$ cat src/rtl/shift_seq_arbiter.sv
// shift_seq_arbiter: two-requester round-robin arbiter driving a WIDTH-bit serial shift transfer
// Ports:
//   clk, reset_n         clock, asynchronous active-low reset
//   req[1:0]             per-requester transfer request (held until gnt)
//   req_dir[1:0]         per-requester direction, 1 = MSB first, 0 = LSB first
//   req_data0/1          parallel load words of requester 0/1
//   gnt[1:0]             one-hot accept pulse, asserted in the IDLE cycle that loads the word
//   ser_out, ser_in      serial data out/in, active only while shift_en
//   shift_en             high during the WIDTH shift cycles
//   busy                 high in every state except IDLE
//   owner                requester index of the current or last transfer
//   done[1:0]            one-hot completion pulse to the owner
//   rd_data              word captured at the end of the transfer, held until the next one
module shift_seq_arbiter #(
    parameter int WIDTH = 8
) (
    input  logic             clk,
    input  logic             reset_n,
    input  logic [1:0]       req,
    input  logic [1:0]       req_dir,
    input  logic [WIDTH-1:0] req_data0,
    input  logic [WIDTH-1:0] req_data1,
    output logic [1:0]       gnt,
    output logic             ser_out,
    input  logic             ser_in,
    output logic             shift_en,
    output logic             busy,
    output logic             owner,
    output logic [1:0]       done,
    output logic [WIDTH-1:0] rd_data
);
    localparam int CW = $clog2(WIDTH + 1);

    typedef enum logic [1:0] {IDLE, SHIFT, DONE} state_t;

    state_t           state;
    logic [WIDTH-1:0] sreg;
    logic [WIDTH-1:0] sreg_nxt;
    logic [CW-1:0]    cnt;
    logic             dir;
    logic             last;
    logic             win1;

    // last holds the previously granted requester; it resets to 1 so requester 0 wins the first tie
    assign win1     = req[1] & (~req[0] | ~last);
    // gnt is decoded combinationally so the accept lands in the same IDLE cycle as the load
    assign gnt      = (reset_n && state == IDLE) ? (win1 ? 2'b10 : {1'b0, req[0]}) : 2'b00;
    assign sreg_nxt = dir ? {sreg[WIDTH-2:0], ser_in} : {ser_in, sreg[WIDTH-1:1]};
    assign shift_en = state == SHIFT;
    assign ser_out  = shift_en & (dir ? sreg[WIDTH-1] : sreg[0]);
    assign busy     = state != IDLE;
    assign done     = (state == DONE) ? (owner ? 2'b10 : 2'b01) : 2'b00;

    always_ff @(posedge clk or negedge reset_n) begin
        if (!reset_n) begin
            state   <= IDLE;
            sreg    <= '0;
            cnt     <= '0;
            dir     <= 1'b0;
            last    <= 1'b1;
            owner   <= 1'b0;
            rd_data <= '0;
        end else begin
            case (state)
                IDLE: if (|req) begin
                    state <= SHIFT;
                    sreg  <= win1 ? req_data1 : req_data0;
                    dir   <= win1 ? req_dir[1] : req_dir[0];
                    owner <= win1;
                    last  <= win1;
                    cnt   <= '0;
                end
                SHIFT: begin
                    sreg <= sreg_nxt;
                    cnt  <= cnt + CW'(1);
                    // capture the final shifted word so rd_data is already valid in the DONE cycle
                    if (cnt == CW'(WIDTH - 1)) begin
                        state   <= DONE;
                        rd_data <= sreg_nxt;
                    end
                end
                DONE:    state <= IDLE;
                default: state <= IDLE;
            endcase
        end
    end
endmodule

$ cat config.mk
export PLATFORM = sky130hd
export DESIGN_NAME = shift_seq_arbiter
export DESIGN_NICKNAME = d
export VERILOG_FILES = /design/src/rtl/shift_seq_arbiter.sv
export SDC_FILE = /design/constraint.sdc
export NUM_CORES = 1
export LEC_CHECK = 0
export BUFFER_PORTS_ARGS = -buffer_cell sky130_fd_sc_hd__buf_2
export CORE_ASPECT_RATIO = 1.25
export CORE_UTILIZATION = 30
export DETAILED_ROUTE_END_ITERATION = 6
export PLACE_DENSITY = 0.62
export SLEW_MARGIN = 20
export SYNTH_ARGS = -nofsm -noshare
export SYNTH_HDL_FRONTEND = slang
export SYNTH_SLANG_ARGS = --single-unit
$ cat constraint.sdc
create_clock -name clk -period 1.8 [get_ports clk]
set_clock_uncertainty 0.2 [all_clocks]
set_input_delay 0.18 -clock clk [delete_from_list [all_inputs] [get_ports clk]]
set_output_delay 0.18 -clock clk [all_outputs]
set_load 0.05 [all_outputs]
== Yosys cells after proc, flatten, opt, wreduce, memory -nomap -nowiden ==
Index checks and enable logic that the tools add are counted.
Operators by class
  $add $sub $neg: 1
  eq/ne operators: 5
  mux-type cells: 15
  bitwise gates (word level): 5
  reductions and logical operators: 9
Operators with widths (count)
  8-bit 2-to-1 mux: 3
  8-bit case mux with 2 select lines: 1
  2-bit 2-to-1 mux: 6
  4-bit case mux with 2 select lines: 1
  2-bit AND reduction: 4
  4-bit by 1-bit adder with 4-bit output, second input constant: 1
  4-bit by 3-bit equality test with 1-bit output, second input constant: 1
  4-bit 2-to-1 mux: 1
  2-bit by 1-bit inequality test with 1-bit output, second input constant: 2
  2-bit case mux with 2 select lines: 1
  2-bit nonzero test: 2
  1-bit bitwise AND: 2
  2-bit by 1-bit equality test with 1-bit output, second input constant: 1
  2-bit equality test, second input constant: 1
  2-bit logical NOT: 1
  1-bit 2-to-1 mux: 2
  1-bit inverter: 2
  2-bit OR reduction: 1
  1-bit logical AND: 1
  1-bit OR: 1
Storage, ports and cells
  flip-flop bits (word level): 25
  input port bits: 23

== Longest topological paths before layout ==
  depth in word-level cells: 6
  mapped depth: 5
  depth with buffers taken out: 4

== Worst setup path before layout ==
Ideal clock, no wire load.
  path kind: register to output
  start point: register state[1]
  end point: output done[0]
  arrival: 1.798 ns
  setup slack: -0.378 ns
  stages on the path, launching flop included: 3
  cell sequence: dfrtp_1 > clkbuf_1 > nor3b_1
Between the ends
  cells in the longest elaborated chain, start to end: 2
Ends and longest elaborated chain
  from (decl): line 36  | state_t state;
  from (signal assigned): line 56  | state <= IDLE;
  from (signal assigned): line 66  | state <= SHIFT;
  from (signal assigned): line 78  | state <= DONE;
  2-bit equality test: line 52  | assign done = (state == DONE) ? (owner ? 2'b10 : 2'b01) : 2'b00;
  2-bit 2-to-1 mux: line 52
  to (decl): line 29  | output logic [1:0] done,
No other way between the ends.

== Worst setup path after layout ==
  start point: register last
  end point: output gnt[0]
Between the ends
  cells in the longest elaborated chain, start to end: 5
Ends and longest elaborated chain
  from (decl): line 41  | logic last;
  from (signal assigned): line 70  | last <= win1;
  1-bit inverter: line 45  | assign win1 = req[1] & (~req[0] | ~last);
  1-bit OR: line 45
  1-bit bitwise AND: line 45
  2-bit 2-to-1 mux (2 in a row): line 47  | assign gnt = (reset_n && state == IDLE) ? (win1 ? 2'b10 : {1'b0, req[0]}) : 2'b00;
  to (decl): line 23  | output logic [1:0] gnt,
No other way between the ends.

==> impl_table.tex <==
\begin{tabular}{lr}
\hline
Metric & Value \\
\hline
\multicolumn{2}{l}{\textbf{Outcome}} \\
\quad Run status & completed \\
\multicolumn{2}{l}{\textbf{Power and ir drop}} \\
\quad Total power per unit cell area & roughly 1800 nW/um\^{}2 \\
\quad IR Drop Worst-Case VDD & approximately 1 mV \\
\quad Lkg Pwr & 0.000779 uW \\
\multicolumn{2}{l}{\textbf{GRT}} \\
\quad Initial antenna violation count & 0 \\
\quad Overall track demand over capacity in global routing & between 10 and 15\% \\
\quad Vias in the first global route & approximately 1,100 \\
\quad Global-route wire length before repair & a little over 5000 um \\
\quad Residual overflow from global routing & 0 \\
\quad Maximum number of pins on one net before global-route repair & 24 \\
\multicolumn{2}{l}{\textbf{Synth}} \\
\quad Cell with the most instances after synthesis & sky130\_fd\_sc\_hd\_\_dfrtp\_1 \\
\quad Top post-synthesis cells by area & sky130\_fd\_sc\_hd\_\_dfrtp\_1 47\%, sky130\_fd\_sc\_hd\_\_mux2\_2 14\%, sky130\_fd\_sc\_hd\_\_mux2i\_1 9.3\%, sky130\_fd\_sc\_hd\_\_o21ai\_0 5.4\%, sky130\_fd\_sc\_hd\_\_o211ai\_1 4.7\% \\
\quad Post-synthesis area per instance & 11.2 um\^{}2 \\
\quad Synth unique cells & 26 \\
\quad Synthesized instance count & 115 \\
\quad Number of enable-type register cells in the synthesized netlist & 0 \\
\quad Leading register cell type out of synthesis & sky130\_fd\_sc\_hd\_\_dfrtp\_1 \\
\quad Share of synthesized registers carrying an async set or reset & 100\% \\
\quad Share of Yosys cell area claimed by the top area cell type & approximately 47\% \\
\quad Top cells by count, synth & 24 x sky130\_fd\_sc\_hd\_\_dfrtp\_1, 16 x sky130\_fd\_sc\_hd\_\_mux2\_2, 14 x sky130\_fd\_sc\_hd\_\_o21ai\_0 \\
\quad Post-synth design cell area & 1290 um\^{}2 \\
\quad Fraction of the yosys area taken by sequential cells & 48.7\% \\
\quad Dominant cell type by area after synthesis & sky130\_fd\_sc\_hd\_\_dfrtp\_1 \\
\quad Yosys warning total & 0 \\
\quad Nets in the synthesized netlist & 139 \\
\quad Number of register bits inferred by synthesis & 25 \\
\multicolumn{2}{l}{\textbf{Timing}} \\
\quad Fraction of the cycle the final worst path needs & between 90\% and 100\% \\
\quad Hold violation count in the final report & 0 \\
\quad Time the final worst path needs with I/O delays and setup & $\sim$1.7 ns \\
\quad Transition time at the pin with the least slew margin & $\sim$0.35 ns \\
\quad Maximum achievable frequency & 579 MHz \\
\quad Max-slew headroom & between 70\% and 80\% \\
\quad Post-Route Setup TNS & 0 ns \\
\quad Setup repair after global routing missed its margin & false \\
\quad Final count of pins violating max slew & 0 \\
\quad Final setup violation count & 0 \\
\quad Worst Slack Setup Final & 0.0722 ns \\
\multicolumn{2}{l}{\textbf{Cells and area}} \\
\quad Filler Cell Count & $\sim$450 \\
\quad Total Nets Final & around 190 \\
\quad Layout overhead on the synthesized area & 31.3\% \\
\quad Layout cell share with drive strength beyond 1 & 47.9\% \\
\quad ANT cells & 0 \\
\multicolumn{2}{l}{\textbf{Route}} \\
\quad Total wire length after detailed routing & approximately 3100 um \\
\quad Vias per cell & $\sim$5 \\
\quad Number of antenna-violating nets in the routed design & 0 \\
\quad Via total after detailed routing & 1,088 \\
\quad First drt pass iteration count & 4 \\
\quad DRC viols & 0 \\
\quad DR iter-0 viols & 31 \\
\quad Wire per inst & approximately 14 um \\
\multicolumn{2}{l}{\textbf{Placed design}} \\
\quad Total half-perimeter wirelength after legalization and detailed placement & about 2400 um \\
\quad Last weighted congestion value of the routability-driven placer & 0.778 \\
\quad Count of buffers inserted at the top-level ports & 38 \\
\quad Post-place setup slack & between 0.07 and 0.08 ns \\
\multicolumn{2}{l}{\textbf{Floorplanning}} \\
\quad Area enclosed by the die boundary & between 4000 and 5000 um\^{}2 \\
\quad Initial standard-cell utilization of the core & approximately a third \\
\quad Die H & around 75 um \\
\quad Boundary Pins & 39 \\
\quad Die span in x & around 60 um \\
\quad Placeable core region & around 4000 um\^{}2 \\
\quad Count of standard-cell rows & 26 \\
\multicolumn{2}{l}{\textbf{Clocking}} \\
\quad Clock tree from TritonCTS & yes \\
\quad Cell chosen for the clock root & sky130\_fd\_sc\_hd\_\_clkbuf\_8 \\
\quad Count of H-tree levels built during CTS & 1 \\
\quad Clock Latency Late Sink & about 0.26 ns \\
\quad Total CTS buffers & 3 \\
\quad Maximum clock path buffer count & 2 \\
\quad Clock sinks & 25 \\
\quad Clock transition at the registers of the reported paths & approximately 0.09 ns \\
\quad Setup fix buffers added after clock tree synthesis & 0 \\
\multicolumn{2}{l}{\textbf{Setup path}} \\
\quad Worst setup EP type & output port \\
\quad Biggest fanout along the worst timing path & 4 \\
\quad Critical Path Start Type & flop \\
\quad Kind of critical path & flop to output port \\
\quad Crit path required time & 1.42 ns \\
\quad Arr. time, crit path & around 1.4 ns \\
\multicolumn{2}{l}{\textbf{Worst hold path}} \\
\quad HP Class & input pin to flop \\
\multicolumn{2}{l}{\textbf{Job}} \\
\quad Max Cap Violations & 0 \\
\hline
\end{tabular}
## worst max-delay path, stage by stage (launching register included)
cell                       delay, ns
sky130_fd_sc_hd__dfstp_2        0.56
sky130_fd_sc_hd__a21boi_2       0.08
sky130_fd_sc_hd__buf_4          0.16
sky130_fd_sc_hd__nor2_2         0.09
sky130_fd_sc_hd__buf_4          0.19
## layer usage
metal | global-route usage (%) | vias up | routed length (um)
met5 | 0 | - | 0
met4 | 4.80 | 0 | 60
met3 | 1.72 | 4 | 151
met2 | 27.5 | 41 | 1610
met1 | 17.4 | 527 | 1320
li1 | - | 516 | -
## report_power, final
group	switching (uW)	internal, uW	total, uW	leakage (uW)
Combinational	1040	613	1650	0.000456
Sequential	247	848	1090	0.000301
Clock	174	158	331	0.0000228
## state kept, by name, summed over array words and instances, names as in the netlist
| name | count |
|---|---|
| sreg | 8 |
| state | 2 |
| dir | 1 |
| cnt | 4 |
| rd_data | 8 |
| last | 1 |
| owner | 1 |
## final cells by class
type	instances	area (um^2)	share of cell area, %
multi-input combinational	82	648	38.3
sequential	25	629	37.2
timing repair buffer	49	287	17.0
tap	56	70.1	4.15
clock buffer	4	45.0	2.66
inverter	3	11.3	0.666
## worst paths after layout
path | start | to | slack, ns | cells past startpoint
max | last | gnt[0] | 0.07 | 4
min in group asynchronous | reset_n | owner | 0.04 | 2
max reg2reg | cnt[0] | rd_data[0] | 0.13 | 5
min reg2reg | rd_data[1] | rd_data[1] | 0.31 | 1
min | req[1] | last | 0.01 | 3
max in group asynchronous | reset_n | state[0] | 0.83 | 3
## layout by cell type (no fill, tap or decap), drive strengths merged
master       netlist  layout
a21boi             1       1
a21oi              1       1
a22o               1       1
a31oi              1       1
and3               1       1
and3b              1       1
buf                2      47
clkbuf             3       4
dfrtp             24      24
dfstp              1       1
dlygate4sd3        0       2
ha                 1       1
inv                3       3
mux2              16      16
mux2i             12      12
nand2             12      12
nand2b             1       1
nand3              1       1
nand4              1       1
nor2               4       4
nor3               2       2
nor3b              2       2
o211ai             8       8
o21ai             14      14
o221ai             1       1
o31ai              1       1
## logic make-up (layout without fill, tap and decap cells)
| logic type | Yosys count | count (layout) | synth area share [%] |
|---|---|---|---|
| buffers and inverters | 8 | 56 | 2.53 |
| adder cells (fa/ha/maj) | 1 | 1 | 0.972 |
| flip-flops | 25 | 25 | 48.7 |
| AO/OA/AOI/OAI | 28 | 28 | 13.8 |
| multiplexers | 28 | 28 | 23.3 |
| AND/OR/NAND/NOR | 25 | 25 | 10.7 |
## metrics by stage
stage / instances / total power [uW] / util (%) / area, um^2 / hold slack (ns)
after floorplan: 115 / 2280 / - / 1300 / -0.316
after global placement: 213 / 2660 / 39.1 / 1600 / -0.209
after detailed placement: 213 / 2720 / 39.1 / 1600 / -0.204
after CTS: 219 / 3070 / 41.0 / 1680 / 0.00528
after global routing: 219 / 3280 / 41.2 / 1690 / 0.0355
final: 219 / 3070 / 41.2 / 1690 / 0.0137
## what timing repair did
| action | 4_1_cts | 5_1_grt |
|---|---|---|
| endpoints found under the setup margin | 3 | 11 |
| gates resized for setup | 3 | 6 |
| hold buffers | 2 | 0 |
| endpoints found under the hold margin | 26 | 0 |
Note: power is estimated with default switching activity, not from simulation.
